### config.mk
export PLATFORM = sky130hd
export DESIGN_NAME = mux4_rr_sched_flat
export DESIGN_NICKNAME = d
export VERILOG_FILES = /design/src/rtl/mux4_rr_sched_if.sv /design/src/rtl/mux4_rr_sched.sv /design/src/flat_wrapper.sv
export SDC_FILE = /design/constraint.sdc
export NUM_CORES = 1
export LEC_CHECK = 0
export CAP_MARGIN = 5
export CORE_ASPECT_RATIO = 1.25
export CORE_UTILIZATION = 54
export DETAILED_ROUTE_END_ITERATION = 12
export PLACE_DENSITY = 0.89
export SLEW_MARGIN = 10
export SYNTH_ARGS = -nofsm -noshare
export SYNTH_HDL_FRONTEND = slang
export SYNTH_SLANG_ARGS = --single-unit
### constraint.sdc
create_clock -name CLK -period 3.7 [get_ports CLK]
set_input_delay 0.74 -clock CLK [delete_from_list [all_inputs] [get_ports CLK]]
set_output_delay 0.74 -clock CLK [all_outputs]
set_load 0.03 [all_outputs]
### src/rtl/mux4_rr_sched_if.sv
// Shared-path bundle between the four requesting sources and the round-robin scheduler.
interface mux4_rr_sched_if;
  logic [3:0] REQ;
  logic [3:0] IN;
  logic [3:0] GNT;
  logic [1:0] SL;
  logic       VALID;
  logic       OUT;

  modport master (output REQ, IN, input GNT, SL, VALID, OUT);
  modport slave  (input REQ, IN, output GNT, SL, VALID, OUT);
endinterface

### src/rtl/mux4_rr_sched.sv
// Round-robin owner of a shared 4:1 one-bit mux path with bounded tenure under contention
// and a registered data output.
module mux4_rr_sched #(
  parameter int unsigned MAX_HOLD = 8
) (
  input  logic            CLK,
  input  logic            RST_N,
  mux4_rr_sched_if.slave  bus
);

  localparam int unsigned CW = $clog2(MAX_HOLD + 1);
  localparam logic [CW-1:0] HOLD = CW'(MAX_HOLD);

  typedef enum logic {IDLE, OWN} state_t;

  state_t        state_q;
  logic [1:0]    ptr_q;
  logic [1:0]    sl_q;
  logic [3:0]    gnt_q;
  logic          valid_q;
  logic          out_q;
  logic [CW-1:0] cnt_q;

  logic          win_found;
  logic [1:0]    win_idx;
  logic [1:0]    scan_idx;
  logic [3:0]    others;
  logic          rel;
  logic          take;

  // Scan starts at ptr, which is always owner+1, so the current owner is examined last.
  always_comb begin
    win_found = 1'b0;
    win_idx   = ptr_q;
    scan_idx  = ptr_q;
    for (int unsigned i = 0; i < 4; i++) begin
      scan_idx = ptr_q + 2'(i);
      if (!win_found && bus.REQ[scan_idx]) begin
        win_found = 1'b1;
        win_idx   = scan_idx;
      end
    end
  end

  always_comb begin
    others = bus.REQ & ~gnt_q;
    rel    = !bus.REQ[sl_q] || ((cnt_q == HOLD) && (others != '0));
    take   = ((state_q == IDLE) && win_found) ||
             ((state_q == OWN) && rel && (others != '0));
  end

  always_ff @(posedge CLK or negedge RST_N) begin
    if (!RST_N) begin
      state_q <= IDLE;
      ptr_q   <= '0;
      sl_q    <= '0;
      gnt_q   <= '0;
      valid_q <= 1'b0;
      out_q   <= 1'b0;
      cnt_q   <= '0;
    end else begin
      out_q <= valid_q ? bus.IN[sl_q] : 1'b0;
      if (take) begin
        state_q <= OWN;
        gnt_q   <= 4'b0001 << win_idx;
        sl_q    <= win_idx;
        valid_q <= 1'b1;
        cnt_q   <= CW'(1);
        ptr_q   <= win_idx + 2'd1;
      end else if (state_q == OWN) begin
        if (rel) begin
          state_q <= IDLE;
          gnt_q   <= '0;
          valid_q <= 1'b0;
          cnt_q   <= '0;
        end else if (cnt_q != HOLD) begin
          cnt_q <= cnt_q + CW'(1);
        end
      end
    end
  end

  assign bus.GNT   = gnt_q;
  assign bus.SL    = sl_q;
  assign bus.VALID = valid_q;
  assign bus.OUT   = out_q;

endmodule

### src/flat_wrapper.sv
// flat-port wrapper written by rule: the top's interface ports become plain ports
module mux4_rr_sched_flat 
#(
  parameter int unsigned MAX_HOLD = 8
)
  (CLK, RST_N, bus_REQ, bus_IN, bus_GNT, bus_SL, bus_VALID, bus_OUT);
  mux4_rr_sched_if bus_i ();
  input  logic CLK;
  input  logic RST_N;
  input wire logic [$bits(bus_i.REQ)-1:0] bus_REQ;
  input wire logic [$bits(bus_i.IN)-1:0] bus_IN;
  output wire logic [$bits(bus_i.GNT)-1:0] bus_GNT;
  output wire logic [$bits(bus_i.SL)-1:0] bus_SL;
  output wire logic [$bits(bus_i.VALID)-1:0] bus_VALID;
  output wire logic [$bits(bus_i.OUT)-1:0] bus_OUT;
  assign bus_i.REQ = bus_REQ;
  assign bus_i.IN = bus_IN;
  assign bus_GNT = bus_i.GNT;
  assign bus_SL = bus_i.SL;
  assign bus_VALID = bus_i.VALID;
  assign bus_OUT = bus_i.OUT;
  mux4_rr_sched #(.MAX_HOLD(MAX_HOLD)) u_core (.CLK(CLK), .RST_N(RST_N), .bus(bus_i));
endmodule
==> metrics.txt, run 1 <==
Setup Viol. Count Final=0; RSZ-0062 raised after global routing=false; Pleak=between 0.5 and 0.6 nW; Tightest Pin Transition=0.676 ns; gpl congestion=between 0.8 and 0.9; Num CTS Buffers=3; fin area=1140 sq um; layout cells sized above 1=a little under an eighth; reg2reg setup slack=1.74 ns; Req. time, crit path=roughly 3.9 ns; post_cts resized=0; synth warn=0; Mapped Cells=87; routed wire length per instance=between 15 and 20 microns; worst-path fanout max=11; initial core utilization=between 50 and 60%; Via-to-Cell Ratio=around 6.1; DRT iter0 DRCs=13; Ports=18; cells along the critical path=clkdlybuf4s50_1, mux4_2, and2_4, o22ai_4, mux2_1; Core Box Area=approximately 1600 sq um; chip width=about 39 microns; Syn Area/Cell=~11 sq um; maximum VDD drop=around 0.00047 V; CTS tree=built; Fin Setup TNS=0 ns; Placement Rows=16; CTS root buffer=clkbuf_4; Synth Net Count=between 100 and 150; placed cell area=1110 sq um; MaxCap Viol Count=0; fmax=about 400 MHz; pre-CTS WS=~0.89 ns; clk sink count=15; Die Ht=roughly 49 microns; DP HPWL=around 1500 microns; largest net degree at the start of global routing=16; Max-slew headroom=between 50% and 60%; path type of the worst min-delay path=flop to flop; Arr. time, crit path=about 2.7 ns; Ant. Diodes=0; final-report max-slew violation count=0; TritonRoute pass-1 iters=4; CTS Hold Buffers Added=0; Critical Path Start Type=primary input; Die ar.=1910 sq um; port bufs=17; synthesis-stage register bit count=15; max incr delay on CP=~0.58 ns; crit share post-route=slightly below 70%; drt total wl=between 2000 and 2500 microns; pwr/cell area=around 760 nW/um^2; htree depth=1; Synth top area share=40.0%; slowest stage cell, crit path=mux4_2; Placed Cells=120; Clk pin slew, worst setup/hold paths=approximately 0.1 ns; Non-Filler Instances=approximately 120; status=finished, final reports clean; Critical Path Sink Type=flop; worst skew pair latency=between 0.2 and 0.3 ns; Final #Nets=around 120; Final Hold Viols=0; grt ovf=0; Max Root-Sink Buffers=2; DRC=0; Antenna Nets Post-Route=0; via count=between 700 and 800; Synth cell types=39; final core utilization=71.2%; initial antenna violation count=0; Post-CTS Setup Bufs=0; Setup WS post-layout=1.19 ns; worst-case clock skew=approximately 0.0044 ns; Area contributors post-synth=dfrtp_1 40%, ha_1 8.0%, mux4_2 4.8%; synthesized area=938 sq um; Final min period=about 2.5 ns; Final Total Pwr=approximately 0.87 mW; Setup CP Type=primary input to flop; Yosys top cell by area=dfrtp_1; first-pass GRT wire length=~3400 microns; vias in the first global route=roughly 760; gr usage total=about a quarter; sequential-to-total area share from yosys stat=40.0%; Syn-to-layout area delta=21.5%; Min Hold Slack=about 0.55 ns
cells in the mapped netlist:
cell type  count
o21ai_1        4
nand2b_1       5
nand2_1        6
o31ai_1        1
inv_1          9
nand3_1        2
dfrtp_1       15
o21ai_0        1
a211oi_1       1
nor2_1         3
o22ai_4        1
o211ai_1       1
nor2_8         1
o21a_1         1
a22o_1         4
ha_1           6
mux2_1         1
a211o_1        1
or2b_1         1
and2_4         1
or3_1          1
or4_4          1
a21oi_1        1
and2_1         1
nor2b_1        1
a31oi_1        1
a32oi_1        1
buf_4          1
nand4b_1       2
and3_1         1
nand3b_1       1
mux4_2         2
o22ai_1        2
xor2_1         1
a311oi_1       1
o2111a_2       1
a41o_1         1
buf_6          1
mux2_4         1
worst max-delay path, delay by kind of cell:
kind | cells | cell delay (ns)
buffers and inverters | 1 | 0.53
muxes | 2 | 0.94
AOI/OAI and AO/OA | 1 | 0.28
and+or+nand+nor | 1 | 0.19
cells by family (layout without fill, tap and decap cells):
group / after synthesis / count (layout) / synth area share, %
AOI/OAI and AO/OA: 23 / 23 / 19.5
xor gates and xnor gates: 1 / 1 / 0.934
adders and majority gates: 6 / 6 / 8.00
buffers and inverters: 11 / 30 / 5.60
DFF: 15 / 15 / 40.0
muxes: 4 / 4 / 7.60
and+or+nand+nor: 27 / 27 / 18.4
state kept, by name, indices dropped and copies added (netlist names):
name and cells:
u_core.bus.VALID 1, u_core.cnt_q 4, u_core.bus.GNT 4, u_core.bus.OUT 1
u_core.bus.SL 2, u_core.ptr_q 2, u_core.state_q 1
layout make-up:
cell class	count	area, sq um
flip-flops and latches	15	375
well taps	18	22.5
inverters	9	33.8
clock inverters	1	5.00
multi-input cells	61	510
clock buffers	3	22.5
fillers	130	462
repair buffers	17	170
cells in the final DEF (no fill, tap or decap), drive strengths merged, types with 2 or more instances in the layout:
cell type      synthesis  final
nand3                  2      2
mux2                   2      2
nand4b                 2      2
clkdlybuf4s50          0     17
nand2                  6      6
o21ai                  5      5
nand2b                 5      5
mux4                   2      2
a22o                   4      4
and2                   2      2
ha                     6      6
nor2                   4      4
clkbuf                 0      3
dfrtp                 15     15
o22ai                  3      3
inv                    9      9
where the power goes:
part	total (mW)	internal (mW)	switching, mW	leakage [nW]
registers	0.304	0.228	0.0755	0.184
logic	0.470	0.224	0.246	0.339
clock network	0.0971	0.0401	0.0570	0.0177
total	0.871	0.493	0.378	0.541
path summary, 6_finish.rpt:
path | start | end | cells past startpoint
setup / recovery | bus_REQ[3] | u_core.bus.SL[1] | 5
hold / removal | u_core.bus.GNT[0] | u_core.bus.GNT[0] | 1
setup reg to reg | u_core.bus.SL[1] | u_core.bus.SL[1] | 4
hold reg to reg | u_core.bus.GNT[0] | u_core.bus.GNT[0] | 1
max in group asynchronous | RST_N | u_core.ptr_q[0] | 1
min in group asynchronous | RST_N | u_core.bus.VALID | 1
routing by layer:
metal  up-vias  track usage, %  share of wire, %
li1        356               -                 -
met1       376            34.3                41
met2        22            41.9                55
met3         2            2.75               3.9
met4         0            6.90              0.29
met5         -               0                 0
(Power assumes the default switching activity.)
==> run 2, diff against run 1 <==
--- a/config.mk
+++ b/config.mk
@@ -7,9 +7,9 @@
 export LEC_CHECK = 0
 export CAP_MARGIN = 5
 export CORE_ASPECT_RATIO = 1.25
-export CORE_UTILIZATION = 54
+export CORE_UTILIZATION = 50
 export DETAILED_ROUTE_END_ITERATION = 12
-export PLACE_DENSITY = 0.89
+export PLACE_DENSITY = 0.83
 export SLEW_MARGIN = 10
 export SYNTH_ARGS = -nofsm -noshare
 export SYNTH_HDL_FRONTEND = slang
==> constraint.sdc (replaced) <==
create_clock -name CLK -period 2.6 [get_ports CLK]
set_input_delay 0.52 -clock CLK [delete_from_list [all_inputs] [get_ports CLK]]
set_output_delay 0.52 -clock CLK [all_outputs]
set_load 0.03 [all_outputs]
==> run 2 against run 1 <==
Against the previous run: critical path depth stayed put; final cell count is 2.4% higher; largest power group unchanged; sequential power is 41% higher; setup slack worse by 0.81 ns; sequential share of layout area is 0.43 points lower; wire length is 11% lower; highest routed layer unchanged; clock-buffer cell count is 1 higher; critical endpoint unchanged; largest cell class unchanged; worst hold slack worse by 0.014 ns; core utilization is 5.8 points lower; die area is 7.6% higher; flip-flop and latch count stayed put.
==> metrics.txt, run 2 (same netlist as run 1, synthesis figures left out) <==
port bufs=17; Crit path max-delay family=multiplexers; Placed Cells=approximately 120; RSZ-0062 raised after global routing=false; gr usage total=a little over a fifth; DP HPWL=1430 microns; slowest stage cell, crit path=clkdlybuf4s50_1; combinational power share=54.7%; Setup Viol. Count Final=0; DRT iter0 DRCs=13; worst r2r dst=u_core.bus.SL[1]; routed wire length per instance=roughly 14 microns; Die Ht=50.4 microns; commonest cells after routing, fill and taps aside=17 x clkdlybuf4s50_1, 15 x dfrtp_1, 9 x inv_1; layout cells sized above 1=12.0%; chip width=about 41 microns; post_cts resized=0; worst skew pair latency=0.28 ns; CTS tree=built; fill cell count=about 140; switching share of total power=41.9%; status=finished, final reports clean; fmax=~450 MHz; Max-slew headroom=between 50% and 60%; Syn-to-layout area delta=23.1%; Post-CTS Setup Bufs=0; reg2reg setup slack=0.71 ns; via count=around 750; worst-case clock skew=0.00216 ns; worst-path fanout max=11; DRC=0; Req. time, crit path=between 2 and 3 ns; cells along the critical path=clkdlybuf4s50_1, mux4_2, and2_4, o22ai_4, mux2_1; Num CTS Buffers=3; hold path cells=1; path type of the worst min-delay path=flop to flop; Ports=18; initial core utilization=a little over half; Final Total Pwr=~1.2 mW; initial antenna violation count=0; clock network fraction of total power=a little over a tenth; hold path start=u_core.bus.GNT[0]; largest net degree at the start of global routing=16; grt ovf=0; Final min period=between 2 and 2.5 ns; Placement Rows=17; Die ar.=approximately 2100 sq um; origin of the critical flop-to-flop path=u_core.bus.SL[1]; drt total wl=around 1800 microns; Ant. Diodes=0; most common cell after layout, fill and taps aside=clkdlybuf4s50_1; internal power=0.721 mW; Reg power frac=approximately 35%; CP startpoint=bus_REQ[3]; pre-CTS WS=0.0852 ns; maximum VDD drop=about 0.00061 V; placed cell area=between 1000 and 1500 sq um; Antenna Nets Post-Route=0; clk sink count=15; first-pass GRT wire length=3100 microns; Core Box Area=1770 sq um; Critical Path Sink Type=flop; crit share post-route=a little under nine tenths; gpl congestion=~0.76; Non-Filler Instances=about 130; Critical Path Start Type=primary input; final core utilization=65.4%; Clk pin slew, worst setup/hold paths=about 0.09 ns; Arr. time, crit path=about 2.4 ns; Via-to-Cell Ratio=just under 6; pwr/cell area=approximately 1100 nW/um^2; reg2reg path depth=4; Min Hold Slack=0.540 ns; TritonRoute pass-1 iters=4; Tightest Pin Transition=around 0.67 ns; Worst Path Buf+Inv=1; htree depth=1; NetSw=0.520 mW; CTS root buffer=clkbuf_4; Final #Nets=125; Fin Setup TNS=0 ns; max incr delay on CP=between 0.5 and 0.6 ns; Max Root-Sink Buffers=2; Final Hold Viols=0; Pleak=0.547 nW; CTS Hold Buffers Added=0; fin area=approximately 1200 sq um; Hold Crit Endpoint=u_core.bus.GNT[0]; vias in the first global route=approximately 720; Setup CP Type=primary input to flop; final-report max-slew violation count=0; Setup WS post-layout=roughly 0.37 ns; MaxCap Viol Count=0
## run 2: worst register-to-register path: cells and delay by family, from the launching register on
| kind | cells | cell delay, ns |
|---|---|---|
| compound gates | 1 | 0.29 |
| mux | 2 | 0.89 |
| simple gates | 1 | 0.18 |
| flops | 1 | 0.42 |
## run 2: how the worst max path moves through the flow
stage	to	slack [ns]	depth (start not counted)
2_1_floorplan	u_core.ptr_q[1]	0.61	5
3_3_place_gp	u_core.bus.SL[1]	0.13	5
3_5_place_dp	u_core.bus.SL[1]	0.09	5
4_1_cts	u_core.bus.SL[1]	0.39	5
5_1_grt	u_core.bus.SL[1]	0.34	5
6_report	u_core.bus.SL[1]	0.37	5
## run 2: layout make-up
cell class	count	area, sq um	area share [%]
multi-input cells	61	510	44.2
flip-flops and latches	15	375	32.5
repair buffers	19	185	16.0
inverters	9	33.8	2.93
clock buffers	4	26.3	2.28
well taps	19	23.8	2.06
## run 2: layer usage
metal	routed length [microns]	up-vias	global-route usage, %
met5	0	-	0
met4	39	0	10.0
met3	61	5	2.65
met2	937	22	32.8
met1	791	367	30.9
li1	-	359	-
## run 2: power groups by stage
stage,Sequential [mW],Combinational (mW),Clock (mW)
CTS,0.430,0.681,0.135
global placement,0.432,0.661,0
floorplan,0.502,0.401,0
global route,0.446,0.743,0.148
finish,0.428,0.679,0.133
detailed placement,0.435,0.680,0
==> run 3, diff against run 2 <==
--- a/config.mk
+++ b/config.mk
@@ -8,7 +8,9 @@
 export CAP_MARGIN = 5
 export CORE_ASPECT_RATIO = 1.25
 export CORE_UTILIZATION = 50
+export CTS_BUF_LIST = sky130_fd_sc_hd__clkbuf_16
 export DETAILED_ROUTE_END_ITERATION = 12
+export GPL_TIMING_DRIVEN = 0
 export PLACE_DENSITY = 0.83
 export SLEW_MARGIN = 10
 export SYNTH_ARGS = -nofsm -noshare
==> run 3 against run 2 <==
Against the previous run: non-clock buffer count unchanged; maximum frequency down 3.4%; core utilization up 3.2 points; sequential share of layout area down 1.5 points; cell area up 4.9%; first-iteration DRC count up 100%; sequential power down 2%; critical path depth up 1; die area unchanged; wire length up 3.0%; largest cell class unchanged.
==> metrics.txt, run 3 (same netlist as run 1, synthesis figures left out) <==
gpl congestion=0.785; Placement Rows=17; Die ar.=2060 sq um; Core Box Area=about 1800 sq um; initial antenna violation count=0; port bufs=17; most common cell after layout, fill and taps aside=clkdlybuf4s50_1; Placed Cells=about 120; Final Hold Viols=0; clk sink count=15; htree depth=1; initial core utilization=between 50% and 60%; DRC=0; post_cts resized=0; worst-path fanout max=10; first-pass GRT wire length=between 3000 and 4000 microns; fill cell count=144; Arr. time, crit path=2.43 ns; vias in the first global route=between 700 and 800; worst skew pair latency=~0.25 ns; worst-case clock skew=roughly 0.0048 ns; DP HPWL=about 1400 microns; Tightest Pin Transition=~0.67 ns; Ant. Diodes=0; CTS root buffer=clkbuf_16; maximum VDD drop=0.000698 V; commonest cells after routing, fill and taps aside=17 x clkdlybuf4s50_1, 15 x dfrtp_1, 10 x inv_1; Final min period=between 2 and 2.5 ns; pwr/cell area=between 1000 and 1500 nW/um^2; RSZ-0062 raised after global routing=false; drt total wl=around 1900 microns; Setup CP Type=primary input to flop; Max-slew headroom=a little under three fifths; Setup Viol. Count Final=0; DRT iter0 DRCs=26; Num CTS Buffers=3; layout cells sized above 1=12.0%; chip width=just over 40 microns; status=finished, final reports clean; Max Root-Sink Buffers=2; path type of the worst min-delay path=flop to flop; Pleak=0.575 nW; TritonRoute pass-1 iters=4; via count=~760; Antenna Nets Post-Route=0; Clk pin slew, worst setup/hold paths=0.05 ns; CTS Hold Buffers Added=0; Fin Setup TNS=0 ns; Via-to-Cell Ratio=~6.0; Syn-to-layout area delta=29.1%; routed wire length per instance=14.8 microns; largest net degree at the start of global routing=16; Crit path max-delay family=multiplexers; fmax=about 430 MHz; max incr delay on CP=~0.59 ns; Critical Path Start Type=primary input; Req. time, crit path=approximately 2.7 ns; Worst Path Buf+Inv=2; grt ovf=0; CTS tree=built; slowest stage cell, crit path=mux4_2; crit share post-route=about nine tenths; Ports=18; Post-CTS Setup Bufs=0; Critical Path Sink Type=flop; Non-Filler Instances=roughly 130; cells along the critical path=clkdlybuf4s50_1, mux4_2, and2_4, o22ai_4, buf_6, mux2_4; Die Ht=~50 microns; final-report max-slew violation count=0; MaxCap Viol Count=0; Final #Nets=125; gr usage total=22.9%
run 3: changes by cell type in the layout (fill, tap and decap cells not counted), sizes merged:
| cell | previous run | this run |
|---|---|---|
| clkbuf | 4 | 3 |
| inv | 9 | 10 |
run 3: final cells by class:
cell class | count | area (sq um) | share of cell area (%)
multi-input combinational | 61 | 510 | 42.1
tap | 19 | 23.8 | 1.96
buffer | 2 | 18.8 | 1.55
clock inverter | 1 | 3.75 | 0.310
timing repair buffer | 17 | 170 | 14.0
sequential | 15 | 375 | 31.0
clock buffer | 3 | 75.1 | 6.20
inverter | 9 | 33.8 | 2.79
run 3: stage by stage:
| step | hold slack, ns | setup slack, ns | util, % | cell area [sq um] | power (mW) |
|---|---|---|---|---|---|
| floorplan | 0.224 | 0.610 | - | 938 | 0.903 |
| global placement | 0.512 | 0.0696 | 64.1 | 1130 | 1.09 |
| detailed placement | 0.517 | 0.0709 | 64.1 | 1130 | 1.12 |
| CTS | 0.538 | 0.302 | 68.6 | 1210 | 1.42 |
| global route | 0.564 | 0.208 | 68.6 | 1210 | 1.51 |
| finish | 0.540 | 0.297 | 68.6 | 1210 | 1.41 |
run 3: power by group:
part | switching [mW] | internal, mW
clock | 0.0927 | 0.204
combinational | 0.358 | 0.340
sequential | 0.0912 | 0.327
total | 0.542 | 0.870
run 3: path summary, 6_finish.rpt:
| path | to | slack, ns | depth (start not counted) | from |
|---|---|---|---|---|
| max in group asynchronous | u_core.state_q | 1.49 | 1 | RST_N |
| min in group asynchronous | u_core.cnt_q[2] | 0.68 | 1 | RST_N |
| setup / recovery | u_core.ptr_q[1] | 0.30 | 6 | bus_REQ[3] |
| hold reg to reg | u_core.bus.GNT[3] | 0.54 | 1 | u_core.bus.GNT[3] |
| setup reg to reg | u_core.ptr_q[1] | 0.69 | 5 | u_core.bus.SL[1] |
| hold / removal | u_core.bus.GNT[3] | 0.54 | 1 | u_core.bus.GNT[3] |
run 3: per-layer routing:
| metal | vias up | share of wire (%) | global-route usage [%] |
|---|---|---|---|
| li1 | 362 | - | - |
| met1 | 371 | 42 | 32.4 |
| met2 | 27 | 52 | 36.0 |
| met3 | 2 | 4.7 | 3.98 |
| met4 | 0 | 0.80 | 5.00 |
| met5 | - | 0 | 0 |
